File: src/rtl/uart_alu_interface_pkg.sv
// Purpose: shared opcodes, FSM state encoding and width defaults for the UART calculator path.
// Latency: n/a (declarations only).
// Backpressure: n/a.
// Contents: DBIT_DEF/NB_OP_DEF defaults, OP_* opcodes (NB_OP_DEF wide), state_t (3-bit).
package uart_alu_interface_pkg;

    localparam int DBIT_DEF  = 8;
    localparam int NB_OP_DEF = 6;

    localparam logic [NB_OP_DEF-1:0] OP_ADD = 6'b100000;
    localparam logic [NB_OP_DEF-1:0] OP_SUB = 6'b100010;
    localparam logic [NB_OP_DEF-1:0] OP_AND = 6'b100100;
    localparam logic [NB_OP_DEF-1:0] OP_OR  = 6'b100101;
    localparam logic [NB_OP_DEF-1:0] OP_XOR = 6'b100110;
    localparam logic [NB_OP_DEF-1:0] OP_NOR = 6'b100111;
    localparam logic [NB_OP_DEF-1:0] OP_SRA = 6'b000011;
    localparam logic [NB_OP_DEF-1:0] OP_SRL = 6'b000010;

    typedef enum logic [2:0] {
        ST_WAIT_A  = 3'd0,
        ST_WAIT_B  = 3'd1,
        ST_WAIT_OP = 3'd2,
        ST_COMPUTE = 3'd3,
        ST_SEND    = 3'd4,
        ST_WAIT_TX = 3'd5
    } state_t;

endpackage

File: src/rtl/uart_alu_interface_if.sv
// Purpose: bundles the receiver/transmitter handshake and result signals of the calculator block.
// Latency: n/a (wiring only).
// Backpressure: none on rx (pulses are dropped when busy); tx side waits for i_tx_done.
// Ports: i_rx_done/i_rx_data, i_tx_done into the block; o_tx_start/o_tx_data, o_result, o_busy out.
interface uart_alu_if
    import uart_alu_interface_pkg::*;
#(
    parameter int DBIT = DBIT_DEF
);
    logic            i_rx_done;
    logic [DBIT-1:0] i_rx_data;
    logic            i_tx_done;
    logic            o_tx_start;
    logic [DBIT-1:0] o_tx_data;
    logic [DBIT-1:0] o_result;
    logic            o_busy;

    // Calculator block side.
    modport slave (
        input  i_rx_done, i_rx_data, i_tx_done,
        output o_tx_start, o_tx_data, o_result, o_busy
    );

    // UART receiver/transmitter side.
    modport master (
        output i_rx_done, i_rx_data, i_tx_done,
        input  o_tx_start, o_tx_data, o_result, o_busy
    );

endinterface

File: src/rtl/uart_alu_interface_alu.sv
// Purpose: combinational ALU (add/sub/logic/shifts) on two DBIT operands.
// Latency: 0 cycles, purely combinational.
// Backpressure: none.
// Ports: i_a, i_b operands; i_op opcode (NB_OP bits); o_result DBIT result, 0 for unknown opcodes.
module alu
    import uart_alu_interface_pkg::*;
#(
    parameter int DBIT  = DBIT_DEF,
    parameter int NB_OP = NB_OP_DEF
) (
    input  logic [DBIT-1:0]  i_a,
    input  logic [DBIT-1:0]  i_b,
    input  logic [NB_OP-1:0] i_op,
    output logic [DBIT-1:0]  o_result
);

    logic                   w_shift_ovf;
    logic signed [DBIT-1:0] w_sra;

    always_comb begin
        w_shift_ovf = 1'b0;
        w_sra       = '0;
        o_result    = '0;

        w_shift_ovf = (32'(i_b) >= 32'(DBIT));
        // Kept in its own signed variable so the arithmetic shift is not
        // turned into a logical one by an unsigned surrounding expression.
        w_sra       = $signed(i_a) >>> i_b;

        case (i_op)
            NB_OP'(OP_ADD): o_result = i_a + i_b;
            NB_OP'(OP_SUB): o_result = i_a - i_b;
            NB_OP'(OP_AND): o_result = i_a & i_b;
            NB_OP'(OP_OR):  o_result = i_a | i_b;
            NB_OP'(OP_XOR): o_result = i_a ^ i_b;
            NB_OP'(OP_NOR): o_result = ~(i_a | i_b);
            NB_OP'(OP_SRA): o_result = w_shift_ovf ? {DBIT{i_a[DBIT-1]}} : w_sra;
            NB_OP'(OP_SRL): o_result = w_shift_ovf ? '0 : (i_a >> i_b);
            default:        o_result = '0;
        endcase
    end

endmodule

File: src/rtl/uart_alu_interface.sv
// Purpose: collects A, B, opcode bytes from the UART receiver, computes the ALU result, sends it to the transmitter.
// Latency: opcode rx_done in cycle N -> o_result valid and o_tx_start pulse in cycle N+2.
// Backpressure: rx bytes arriving in COMPUTE/SEND/WAIT_TX are dropped; returns to WAIT_A only on i_tx_done.
// Ports: i_clock, i_reset (sync, active-high); bus (uart_alu_if.slave) carries rx/tx handshake, o_result, o_busy.
module uart_alu_interface
    import uart_alu_interface_pkg::*;
#(
    parameter int DBIT  = DBIT_DEF,
    parameter int NB_OP = NB_OP_DEF
) (
    input  logic       i_clock,
    input  logic       i_reset,
    uart_alu_if.slave  bus
);

    state_t           r_state;
    state_t           w_state_next;
    logic [DBIT-1:0]  r_a;
    logic [DBIT-1:0]  r_b;
    logic [NB_OP-1:0] r_op;
    logic [DBIT-1:0]  r_result;
    logic [DBIT-1:0]  w_alu_result;
    logic             w_load_a;
    logic             w_load_b;
    logic             w_load_op;
    logic             w_load_result;

    alu #(
        .DBIT  (DBIT),
        .NB_OP (NB_OP)
    ) u_alu (
        .i_a      (r_a),
        .i_b      (r_b),
        .i_op     (r_op),
        .o_result (w_alu_result)
    );

    always_comb begin
        w_state_next  = r_state;
        w_load_a      = 1'b0;
        w_load_b      = 1'b0;
        w_load_op     = 1'b0;
        w_load_result = 1'b0;

        case (r_state)
            ST_WAIT_A: begin
                if (bus.i_rx_done) begin
                    w_load_a     = 1'b1;
                    w_state_next = ST_WAIT_B;
                end
            end
            ST_WAIT_B: begin
                if (bus.i_rx_done) begin
                    w_load_b     = 1'b1;
                    w_state_next = ST_WAIT_OP;
                end
            end
            ST_WAIT_OP: begin
                if (bus.i_rx_done) begin
                    w_load_op    = 1'b1;
                    w_state_next = ST_COMPUTE;
                end
            end
            ST_COMPUTE: begin
                w_load_result = 1'b1;
                w_state_next  = ST_SEND;
            end
            ST_SEND: begin
                w_state_next = ST_WAIT_TX;
            end
            ST_WAIT_TX: begin
                // Any rx byte in this state is simply not loaded.
                if (bus.i_tx_done) begin
                    w_state_next = ST_WAIT_A;
                end
            end
            default: begin
                w_state_next = ST_WAIT_A;
            end
        endcase
    end

    always_ff @(posedge i_clock) begin
        if (i_reset) begin
            r_state  <= ST_WAIT_A;
            r_a      <= '0;
            r_b      <= '0;
            r_op     <= '0;
            r_result <= '0;
        end else begin
            r_state <= w_state_next;
            if (w_load_a) begin
                r_a <= bus.i_rx_data;
            end
            if (w_load_b) begin
                r_b <= bus.i_rx_data;
            end
            if (w_load_op) begin
                r_op <= bus.i_rx_data[NB_OP-1:0];
            end
            if (w_load_result) begin
                r_result <= w_alu_result;
            end
        end
    end

    // One register feeds both outputs: it only changes in COMPUTE, so it is
    // stable from the start pulse through i_tx_done and until the next compute.
    assign bus.o_tx_data  = r_result;
    assign bus.o_result   = r_result;
    assign bus.o_tx_start = (r_state == ST_SEND);
    assign bus.o_busy     = (r_state == ST_COMPUTE) || (r_state == ST_SEND) ||
                            (r_state == ST_WAIT_TX);

endmodule

File: src/flat_wrapper.sv
// flat-port wrapper written by rule: the top's interface ports become plain ports
module uart_alu_interface_flat import uart_alu_interface_pkg::*;
#(
    parameter int DBIT  = DBIT_DEF,
    parameter int NB_OP = NB_OP_DEF
)
  (i_clock, i_reset, bus_i_rx_done, bus_i_rx_data, bus_i_tx_done, bus_o_tx_start, bus_o_tx_data, bus_o_result, bus_o_busy);
  uart_alu_if #(.DBIT(DBIT)) bus_i ();
  input  logic i_clock;
  input  logic i_reset;
  input wire logic [$bits(bus_i.i_rx_done)-1:0] bus_i_rx_done;
  input wire logic [$bits(bus_i.i_rx_data)-1:0] bus_i_rx_data;
  input wire logic [$bits(bus_i.i_tx_done)-1:0] bus_i_tx_done;
  output wire logic [$bits(bus_i.o_tx_start)-1:0] bus_o_tx_start;
  output wire logic [$bits(bus_i.o_tx_data)-1:0] bus_o_tx_data;
  output wire logic [$bits(bus_i.o_result)-1:0] bus_o_result;
  output wire logic [$bits(bus_i.o_busy)-1:0] bus_o_busy;
  assign bus_i.i_rx_done = bus_i_rx_done;
  assign bus_i.i_rx_data = bus_i_rx_data;
  assign bus_i.i_tx_done = bus_i_tx_done;
  assign bus_o_tx_start = bus_i.o_tx_start;
  assign bus_o_tx_data = bus_i.o_tx_data;
  assign bus_o_result = bus_i.o_result;
  assign bus_o_busy = bus_i.o_busy;
  uart_alu_interface #(.DBIT(DBIT), .NB_OP(NB_OP)) u_core (.i_clock(i_clock), .i_reset(i_reset), .bus(bus_i));
endmodule
File: config.mk
export PLATFORM = sky130hd
export DESIGN_NAME = uart_alu_interface_flat
export DESIGN_NICKNAME = d
export VERILOG_FILES = /design/src/rtl/uart_alu_interface_pkg.sv /design/src/rtl/uart_alu_interface_if.sv /design/src/rtl/uart_alu_interface_alu.sv /design/src/rtl/uart_alu_interface.sv /design/src/flat_wrapper.sv
export SDC_FILE = /design/constraint.sdc
export NUM_CORES = 1
export LEC_CHECK = 0
export ABC_AREA = 0
export CORE_MARGIN = 2
export CORE_UTILIZATION = 59
export CTS_BUF_LIST = sky130_fd_sc_hd__clkbuf_2 sky130_fd_sc_hd__clkbuf_4 sky130_fd_sc_hd__clkbuf_8
export DETAILED_ROUTE_END_ITERATION = 6
export PLACE_DENSITY = 0.87
export SYNTH_ARGS = -nofsm -noshare
export SYNTH_HDL_FRONTEND = slang
export SYNTH_SLANG_ARGS = --single-unit
File: constraint.sdc
create_clock -name i_clock -period 3.7 [get_ports i_clock]
set_clock_uncertainty 0.15 [all_clocks]
set_input_delay 0.74 -clock i_clock [delete_from_list [all_inputs] [get_ports i_clock]]
set_output_delay 0.74 -clock i_clock [all_outputs]
set_load 0.05 [all_outputs]
=== Word level (Yosys, flattened, before mapping) ===
Cells that the tools add are included.

* Bits in writable memories: 0
* Latch bits: 0
* Input bits: 12
* Memories kept: 0
* Word-level logic and storage cells: 48
* Register bits after elaboration: 33
* ROM bits: 0

* Reduce and logical (&&, ||, !) cells: 4
* $mul: 0
* Bitwise logic cells: 4
* Shift-type cells: 2
* Equality and inequality tests: 17
* Add/sub/neg operators: 2
* Mux-type cells: 13
* Divide/modulo/power cells: 0
* Order comparisons: 1

{| class="wikitable"
|+ Operators with widths
! cell !! count
|-
| one-hot mux 8 bit (8 select lines) || 1
|-
| == test 6 bit, second input constant || 6
|-
| one-hot mux 3 bit (6 select lines) || 1
|-
| 2-to-1 mux 8 bit || 2
|-
| == test 6 x 2 -> 1 bit, second input constant || 2
|-
| 2-to-1 mux 3 bit || 4
|-
| adder 8 bit || 1
|-
| AND 8 bit || 1
|-
| >= comparator 8 x 4 -> 1 bit, second input constant || 1
|-
| != test 2 bit, second input constant || 4
|-
| inverter 8 bit || 1
|-
| bitwise OR 8 bit || 1
|-
| right shift 8 x 8 -> 8 bit || 1
|-
| >>> shifter 8 x 8 -> 8 bit || 1
|-
| subtractor 8 bit || 1
|-
| bitwise XOR 8 bit || 1
|-
| == test 3 x 2 -> 1 bit, second input constant || 2
|-
| == test 3 bit, second input constant || 2
|-
| 2-to-1 mux 1 bit || 5
|-
| AND reduction 4 bit || 1
|-
| == test 3 x 1 -> 1 bit, second input constant || 1
|-
| logical NOT 3 bit || 1
|-
| logical OR 1 bit || 2
|}

=== Longest topological paths before layout ===
Gate-level depths: netlist of the first run.

* Depth after elaboration: 3
* Depth in mapped cells: 14
* Depth with buffers taken out: 12

=== Cells and area by module ===
From an unflattened synthesis of the first run, not the netlist that was laid out.

* Cells, all modules: 356
* Area, all modules: 2876.5 um2

{| class="wikitable"
|+ Modules (own cells, without submodules)
! module !! times used !! area an instance (um2) !! cells an instance
|-
| alu || 1 || 1565.3 || 222
|-
| uart_alu_interface || 1 || 1311.3 || 134
|}

=== Worst setup path before layout of the first run ===
No wires, ideal clock.

* Kind: reg-to-reg
* Start: register u_core.r_b[1]
* End: register u_core.r_result[5], in the netlist u_core.bus.o_result[5]
* Stages on the path, launching flop included: 15
* Slack: 0.998 ns
* Data arrival time: 2.467 ns
* Setup time: 0.086 ns
* Cells stage by stage: dfxtp_1 > buf_2 > buf_2 > inv_1 > ha_1 > nand2_1 > nand2_1 > xnor2_1 > ha_1 > and3_1 > a21oi_1 > nand3b_1 > xnor2_1 > o221a_2 > a211oi_1

* Word-level cells in the longest chain between the ends: 3
* Elaborated cells between the ends (all ways): 8
* Classes of those cells: 2 x add/sub; 1 x order compare; 2 x shift; 3 x mux

{| class="wikitable"
|+ RTL lines
! element !! RTL line !! source
|-
| start: declaration || uart_alu_interface.sv:19 || <nowiki>logic [DBIT-1:0] r_b;</nowiki>
|-
| start signal: assignment || uart_alu_interface.sv:96 || <nowiki>r_b <= bus.i_rx_data;</nowiki>
|-
| >= comparator 8 x 4 -> 1 bit, or another cell as far along || uart_alu_interface_alu.sv:25 || <nowiki>w_shift_ovf = (32'(i_b) >= 32'(DBIT));</nowiki>
|-
| 2-to-1 mux 8 bit, on equally long branches || uart_alu_interface_alu.sv:38, uart_alu_interface_alu.sv:37 ||
|-
| one-hot mux 8 bit (8 select lines) * || uart_alu_interface_alu.sv:30 || <nowiki>case (i_op)</nowiki>
|-
| end signal: assignment || uart_alu_interface.sv:102 || <nowiki>r_result <= w_alu_result;</nowiki>
|-
| end: declaration || uart_alu_interface.sv:21 || <nowiki>logic [DBIT-1:0] r_result;</nowiki>
|}

Mark *: on every way between the ends. The rest lies on a longest branch, timed or not.
A chain may end at the register's enable or synchronous reset.

=== Final worst setup path of the first run ===
* Start: register u_core.r_b[0]
* End: register u_core.r_result[6], in the netlist u_core.bus.o_result[6]

Same word-level chain as after synthesis.

==> results of run 1 <==
[worst max-delay path, cell delays in order (launching register included)]
cell and delay [ns]:
dfxtp_1 0.72, inv_1 0.29, ha_1 0.28, a21oi_1 0.17
xnor2_1 0.17, ha_1 0.31, nor2b_1 0.16, nor3_1 0.20
o21bai_1 0.11, a21oi_1 0.17, xor2_1 0.19, o311ai_1 0.10
[routing by layer]
| metal | vias to the layer above | GRT usage (%) | wire length, microns |
|---|---|---|---|
| met1 | 1235 | 41.3 | 3310 |
| li1 | 1304 | - | - |
| met2 | 117 | 46.6 | 3430 |
| met3 | 28 | 5.49 | 560 |
| met4 | 0 | 12.1 | 276 |
| met5 | - | 0 | 0 |
[kinds of logic after synthesis]
group           after synthesis
mux                          20
xor+xnor                     20
flops                        33
compound gates               88
buf+inv                      48
fa+ha+maj                    25
simple gates                134
[per-stage QoR]
step,hold WS [ns],worst slack (ns)
3_3_place_gp,0.306,0.613
4_1_cts,0.327,0.557
6_report,0.325,0.548
3_5_place_dp,0.317,0.596
5_1_grt,0.357,0.208
2_1_floorplan,0.313,0.998
[worst max path at each step]
stage / start / to / slack [ns] / cells past startpoint
floorplan: u_core.r_b[1]$_SDFFE_PP0P_ / u_core.bus.o_result[5]$_SDFFE_PP0N_ / 1.0 / 14
global placement: u_core.r_b[0]$_SDFFE_PP0P_ / u_core.bus.o_result[5]$_SDFFE_PP0N_ / 0.61 / 12
detailed placement: u_core.r_b[0]$_SDFFE_PP0P_ / u_core.bus.o_result[6]$_SDFFE_PP0N_ / 0.60 / 11
CTS: u_core.r_b[0]$_SDFFE_PP0P_ / u_core.bus.o_result[6]$_SDFFE_PP0N_ / 0.56 / 11
global route: u_core.r_b[0]$_SDFFE_PP0P_ / u_core.bus.o_result[6]$_SDFFE_PP0N_ / 0.21 / 11
finish: u_core.r_b[0]$_SDFFE_PP0P_ / u_core.bus.o_result[6]$_SDFFE_PP0N_ / 0.55 / 11
[registers in the layout, summed over array words and instances (netlist names)]
name                 count
u_core.r_b               8
u_core.r_state           3
u_core.r_op              6
u_core.r_a               8
u_core.bus.o_result      8
[Yosys cell counts (all sizes together), types with 5 or more instances]
cell and count:
a21oi 33, nor3 7, inv 20, a22oi 5, xnor2 16, a211oi 7
nand2b 7, dfxtp 33, clkbuf 8, nand2 42, nor2 48, nand3b 6
ha 24, nor2b 7, o21ai 15, mux2i 16, buf 20
[report_power, final]
group / internal (uW) / switching, uW
Sequential: 368 / 33.0
Combinational: 138 / 169
Clock: 201 / 147
Total: 707 / 349
[cell type report]
cell class	count	area [sq um]	area share, %
clock buffer	5	68.8	2.14
clock inverter	3	46.3	1.44
inverter	20	75.1	2.34
multi-input combinational	287	1970	61.4
sequential	33	661	20.6
tap	54	67.6	2.11
timing repair buffer	33	320	9.98
==> impl_metrics.env, run 1 <==
export IMPL_status="complete, no violations"
export IMPL_ys_seq_area_share_pct=23.2
export IMPL_rr_endpoint="u_core.bus.o_result[6]$_SDFFE_PP0N_"
export IMPL_synth_cells=368
export IMPL_drc=0
export IMPL_gp_congestion=1.05
export IMPL_antennaDiodeCount=0
export IMPL_vias=2684
export IMPL_finish_utilization_pct=68.4
export IMPL_setup_tns_ns=0
export IMPL_mostFrequentLayoutCells="48 x nor2_1, 42 x nand2_1, 33 x a21oi_1, 33 x dfxtp_1, 29 x clkdlybuf4s50_1"
export IMPL_path_max_fanout=17
export IMPL_finalSetupViolations=0
export IMPL_r2r_slack_ns=0.55
export IMPL_fin_nets=417
export IMPL_grt_max_degree=32
export IMPL_dr_pass1_iters=5
export IMPL_vias_per_cell=6.17
export IMPL_cts_root_buf="clkbuf_8"
export IMPL_netlist_area_sq_mm=0.00285
export IMPL_min_delay_start="u_core.bus.o_result[7]$_SDFFE_PP0N_"
export IMPL_synth_cell_type_count=56
export IMPL_power_density_mw_per_mm2=329
export IMPL_die_area_sq_mm=0.00541
export IMPL_wl_per_cell_microns=17.4
export IMPL_final_common_cell="nor2_1"
export IMPL_synth_top_family_by_area="simple AND/OR/NAND/NOR gates"
export IMPL_synthToLayoutAreaGrowth_pct=12.5
export IMPL_period_share_pct=85.2
export IMPL_post_cts_buffers=0
export IMPL_power_uw=1060
export IMPL_layout_cells_non_filler=435
export IMPL_synth_adder_area_share_pct=11.2
export IMPL_cts_hold_buf=0
export IMPL_antenna_found_initial=0
export IMPL_hpwl_mm=5.76
export IMPL_yosysTopAreaCellShare_pct=23.2
export IMPL_synth_nets=405
export IMPL_async_flop_share_pct=0
export IMPL_cts_sinks=33
export IMPL_die_x_microns=73.5
export IMPL_drtIter0Drc=271
export IMPL_cts_resized=0
export IMPL_clock_latency_ns=0.30
export IMPL_synthTopCellsByArea="dfxtp_1 23%, ha_1 11%, nor2_1 6.3%"
export IMPL_cts_buffer_depth=2
export IMPL_avgSynthCellArea_sq_um=7.75
export IMPL_rsz0062_at_grt="no"
export IMPL_worst_pin_slew_ns=0.825
export IMPL_power_leakage_uw=0.00124
export IMPL_relSlewSlack_pct=44.5
export IMPL_crit_required_ns=3.72
export IMPL_overflow=0
export IMPL_ys_seq_elements=33
export IMPL_io_pins=30
export IMPL_final_max_slew_viol_count=0
export IMPL_synth_compound_area_share_pct=20.1
export IMPL_die_h_microns=73.5
export IMPL_fmax_mhz=317
export IMPL_ff2ff_path_depth=11
export IMPL_start_kind="register"
export IMPL_maxCapViolations=0
export IMPL_synth_warnings=0
export IMPL_hold_viol_final=0
export IMPL_synthMuxAreaShare_pct=8.38
export IMPL_critical_path_class="register to register"
export IMPL_grt_pass1_vias=2466
export IMPL_cts_inserted_buffers=5
export IMPL_design_area_sq_mm=0.00321
export IMPL_yosysTopAreaCell="dfxtp_1"
export IMPL_grt_util_all_layers_pct=30.1
export IMPL_r2r_start="u_core.r_b[0]$_SDFFE_PP0P_"
export IMPL_htreeDepth=2
export IMPL_synth_edff_count=0
export IMPL_start_util_pct=60.8
export IMPL_placed_cell_area_sq_mm=0.00309
export IMPL_yosys_area_share_simple_pct=23.1
export IMPL_hold_class="register to register"
export IMPL_drive_gt1_share_pct=6.82
export IMPL_hold_path_end="u_core.bus.o_result[7]$_SDFFE_PP0N_"
export IMPL_core_sq_mm=0.00469
export IMPL_ys_dominant_reg_cell="dfxtp_1"
export IMPL_io_buffers=29
export IMPL_crit_arrival_ns=3.17
export IMPL_clk_pin_slew_ns=0.07
export IMPL_vdd_drop_max_mv=0.287
export IMPL_grt_pass1_wl_mm=12.4
export IMPL_rows=25
export IMPL_dp_cells=427
export IMPL_end_kind="register"
export IMPL_final_min_clock_period_ns=3.15
export IMPL_drtAntennaViolNets=0
export IMPL_num_fill_cells=396
export IMPL_cts_tree="yes"
export IMPL_hold_path_cell_count=2
export IMPL_wl_mm=7.58
export IMPL_yosys_area_share_xor_xnor_pct=6.14
(Power assumes the default switching activity.)
==> inputs of run 2 (changes only) <==
--- a/config.mk
+++ b/config.mk
@@ -5,7 +5,7 @@
 export SDC_FILE = /design/constraint.sdc
 export NUM_CORES = 1
 export LEC_CHECK = 0
-export ABC_AREA = 0
+export ABC_AREA = 1
 export CORE_MARGIN = 2
 export CORE_UTILIZATION = 59
 export CTS_BUF_LIST = sky130_fd_sc_hd__clkbuf_2 sky130_fd_sc_hd__clkbuf_4 sky130_fd_sc_hd__clkbuf_8
==> impl_metrics.env, run 2 <==
export IMPL_drc=0
export IMPL_synth_most_common_cell="nand2_1"
export IMPL_ys_seq_elements=33
export IMPL_wl_per_cell_microns=15.2
export IMPL_grt_util_all_layers_pct=31.7
export IMPL_regArea_sq_um=661
export IMPL_status="complete, no violations"
export IMPL_cts_buffer_depth=2
export IMPL_drtIter0Drc=306
export IMPL_finalSetupViolations=0
export IMPL_io_buffers=29
export IMPL_final_common_cell="nand2_1"
export IMPL_drive_gt1_share_pct=7.20
export IMPL_crit_arrival_ns=2.47
export IMPL_yosysTopAreaCell="dfxtp_1"
export IMPL_clock_latency_ns=0.29
export IMPL_setup_tns_ns=0
export IMPL_cts_tree="yes"
export IMPL_htreeDepth=2
export IMPL_synthTopCellsByCount="99 x nand2_1, 53 x inv_1, 41 x o21ai_0"
export IMPL_ff2ff_path_depth=15
export IMPL_synth_edff_count=0
export IMPL_cts_root_buf="clkbuf_8"
export IMPL_final_min_clock_period_ns=3.36
export IMPL_synth_cell_type_count=38
export IMPL_finish_utilization_pct=68.8
export IMPL_synth_cells=451
export IMPL_ys_dominant_reg_cell="dfxtp_1"
export IMPL_synth_nets=488
export IMPL_relSlewSlack_pct=55.5
export IMPL_antennaDiodeCount=0
export IMPL_hold_class="register to register"
export IMPL_rr_endpoint="u_core.bus.o_result[7]$_SDFFE_PP0N_"
export IMPL_die_x_microns=73.9
export IMPL_cts_inserted_buffers=5
export IMPL_hold_path_cell_count=2
export IMPL_die_h_microns=73.9
export IMPL_critical_path_class="register to primary output"
export IMPL_min_delay_start="u_core.r_op[3]$_SDFFE_PP0P_"
export IMPL_power_density_mw_per_mm2=379
export IMPL_hpwl_mm=6.33
export IMPL_path_max_fanout=10
export IMPL_cts_sinks=33
export IMPL_antenna_found_initial=0
export IMPL_gp_congestion=1.01
export IMPL_grt_pass1_vias=2798
export IMPL_end_kind="primary output"
export IMPL_worst_pin_slew_ns=0.666
export IMPL_yosysTopAreaCellShare_pct=22.9
export IMPL_final_max_slew_viol_count=0
export IMPL_vias_per_cell=5.86
export IMPL_die_area_sq_mm=0.00546
export IMPL_dr_pass1_iters=5
export IMPL_num_fill_cells=398
export IMPL_wl_mm=8.20
export IMPL_maxCapViolations=0
export IMPL_netlist_area_sq_mm=0.00288
export IMPL_hold_path_end="u_core.r_op[3]$_SDFFE_PP0P_"
export IMPL_async_flop_share_pct=0
export IMPL_fmax_mhz=298
export IMPL_period_share_pct=90.8
export IMPL_rsz0062_at_grt="no"
export IMPL_start_util_pct=61.0
export IMPL_vdd_drop_max_mv=0.287
export IMPL_cts_hold_buf=0
export IMPL_clk_pin_slew_ns=0.07
export IMPL_cts_resized=0
export IMPL_synthToLayoutAreaGrowth_pct=12.8
export IMPL_vias=3159
export IMPL_crit_required_ns=2.81
export IMPL_rows=25
export IMPL_hold_viol_final=0
export IMPL_multi_input_area_sq_mm=0.00189
export IMPL_fin_nets=508
export IMPL_synth_warnings=0
export IMPL_io_pins=30
export IMPL_mostFrequentLayoutCells="99 x nand2_1, 53 x inv_1, 41 x o21ai_0, 40 x a21oi_1, 35 x nor2_1"
export IMPL_overflow=0
export IMPL_grt_pass1_wl_mm=13.1
export IMPL_r2r_start="u_core.r_b[0]$_SDFFE_PP0P_"
export IMPL_power_uw=1230
export IMPL_start_kind="register"
export IMPL_synthTopCellsByArea="dfxtp_1 23%, nand2_1 13%, ha_1 10%"
export IMPL_grt_max_degree=25
export IMPL_ys_seq_area_share_pct=22.9
export IMPL_post_cts_buffers=0
export IMPL_avgSynthCellArea_sq_um=6.39
export IMPL_r2r_slack_ns=0.55
export IMPL_power_leakage_uw=0.00146
export IMPL_core_sq_mm=0.00472
export IMPL_drtAntennaViolNets=0
-- run 2: cell count changes in the layout (fill, tap and decap cells not counted), sizes merged, moves of 5 or more --
cell    previous run  this run
nand2             42       102
inv               20        58
nand3              4        35
o21ai             15        45
mux2i             16         0
xnor2             16         0
nand4              1        14
a21oi             33        44
nand2b             7         0
nor2b              7         0
a211oi             7         1
nor2              48        42
a22oi              5         0
-- run 2: cells by family (layout without fill, tap and decap cells) --
| family | after synthesis | after routing | synth area share (%) |
|---|---|---|---|
| adders and majority gates | 25 | 25 | 11.1 |
| AOI/OAI and AO/OA | 104 | 104 | 19.8 |
| buffers and inverters | 79 | 100 | 11.7 |
| xor gates and xnor gates | 7 | 7 | 2.13 |
| and+or+nand+nor | 203 | 203 | 32.4 |
| DFF | 33 | 33 | 22.9 |
-- run 2: layout make-up --
cell class	instances	share of cell area, %
Clock buffer	5	2.12
Clock inverter	3	0.539
Inverter	61	7.08
Multi-Input combinational cell	339	58.0
Sequential cell	33	20.3
Tap cell	67	2.58
Timing Repair Buffer	31	9.39
-- run 2: how the worst max path moves through the flow --
| stage | startpoint | endpoint | slack, ns |
|---|---|---|---|
| floorplan | u_core.r_b[0]$_SDFFE_PP0P_ | u_core.bus.o_result[6]$_SDFFE_PP0N_ | 1.20 |
| global placement | u_core.r_state[1]$_SDFFE_PP0P_ | bus_o_busy | 0.70 |
| detailed placement | u_core.r_b[0]$_SDFFE_PP0P_ | u_core.bus.o_result[5]$_SDFFE_PP0N_ | 0.64 |
| CTS | u_core.r_state[1]$_SDFFE_PP0P_ | bus_o_busy | 0.36 |
| global route | u_core.r_state[1]$_SDFFE_PP0P_ | bus_o_busy | 0.17 |
| finish | u_core.r_state[1]$_SDFFE_PP0P_ | bus_o_busy | 0.34 |
-- run 2: through the flow --
stage	hold slack [ns]	area (sq um)	setup slack, ns	cells
3_3_place_gp	0.319	3170	0.698	531
4_1_cts	0.334	3250	0.361	539
5_1_grt	0.360	3250	0.169	539
3_5_place_dp	0.324	3170	0.636	531
6_report	0.337	3250	0.340	539
2_1_floorplan	0.305	2880	1.20	451
-- run 2: per-layer routing --
metal / GRT usage (%) / vias up / wire [microns]
met1: 41.2 / 1440 / 3450
met3: 4.53 / 26 / 624
met5: 0 / - / 0
li1: - / 1534 / -
met2: 53.3 / 159 / 3890
met4: 11.9 / 0 / 235
-- run 2: worst max-delay path: stages (launching register included) --
cell and delay (ns):
dfxtp_1 0.38, nand2_1 0.12, nor2_2 0.34, inv_1 0.25
o21ai_0 0.16, inv_1 0.06, nand2_1 0.06, clkdlybuf4s50_1 0.79
-- run 2: power by group --
group / leakage [uW] / internal, uW / switching (uW)
sequential: 0.000270 / 383 / 44.6
clock: 0.0000439 / 130 / 143
combinational: 0.00114 / 187 / 347
==> inputs of run 3 (changes only) <==
--- a/config.mk
+++ b/config.mk
@@ -6,6 +6,7 @@
 export NUM_CORES = 1
 export LEC_CHECK = 0
 export ABC_AREA = 1
+export ABC_CLOCK_PERIOD_IN_PS = 3700
 export CORE_MARGIN = 2
 export CORE_UTILIZATION = 59
 export CTS_BUF_LIST = sky130_fd_sc_hd__clkbuf_2 sky130_fd_sc_hd__clkbuf_4 sky130_fd_sc_hd__clkbuf_8
==> results of run 3 <==
No change in the layout: final DEF, timing and power equal those of run 2.
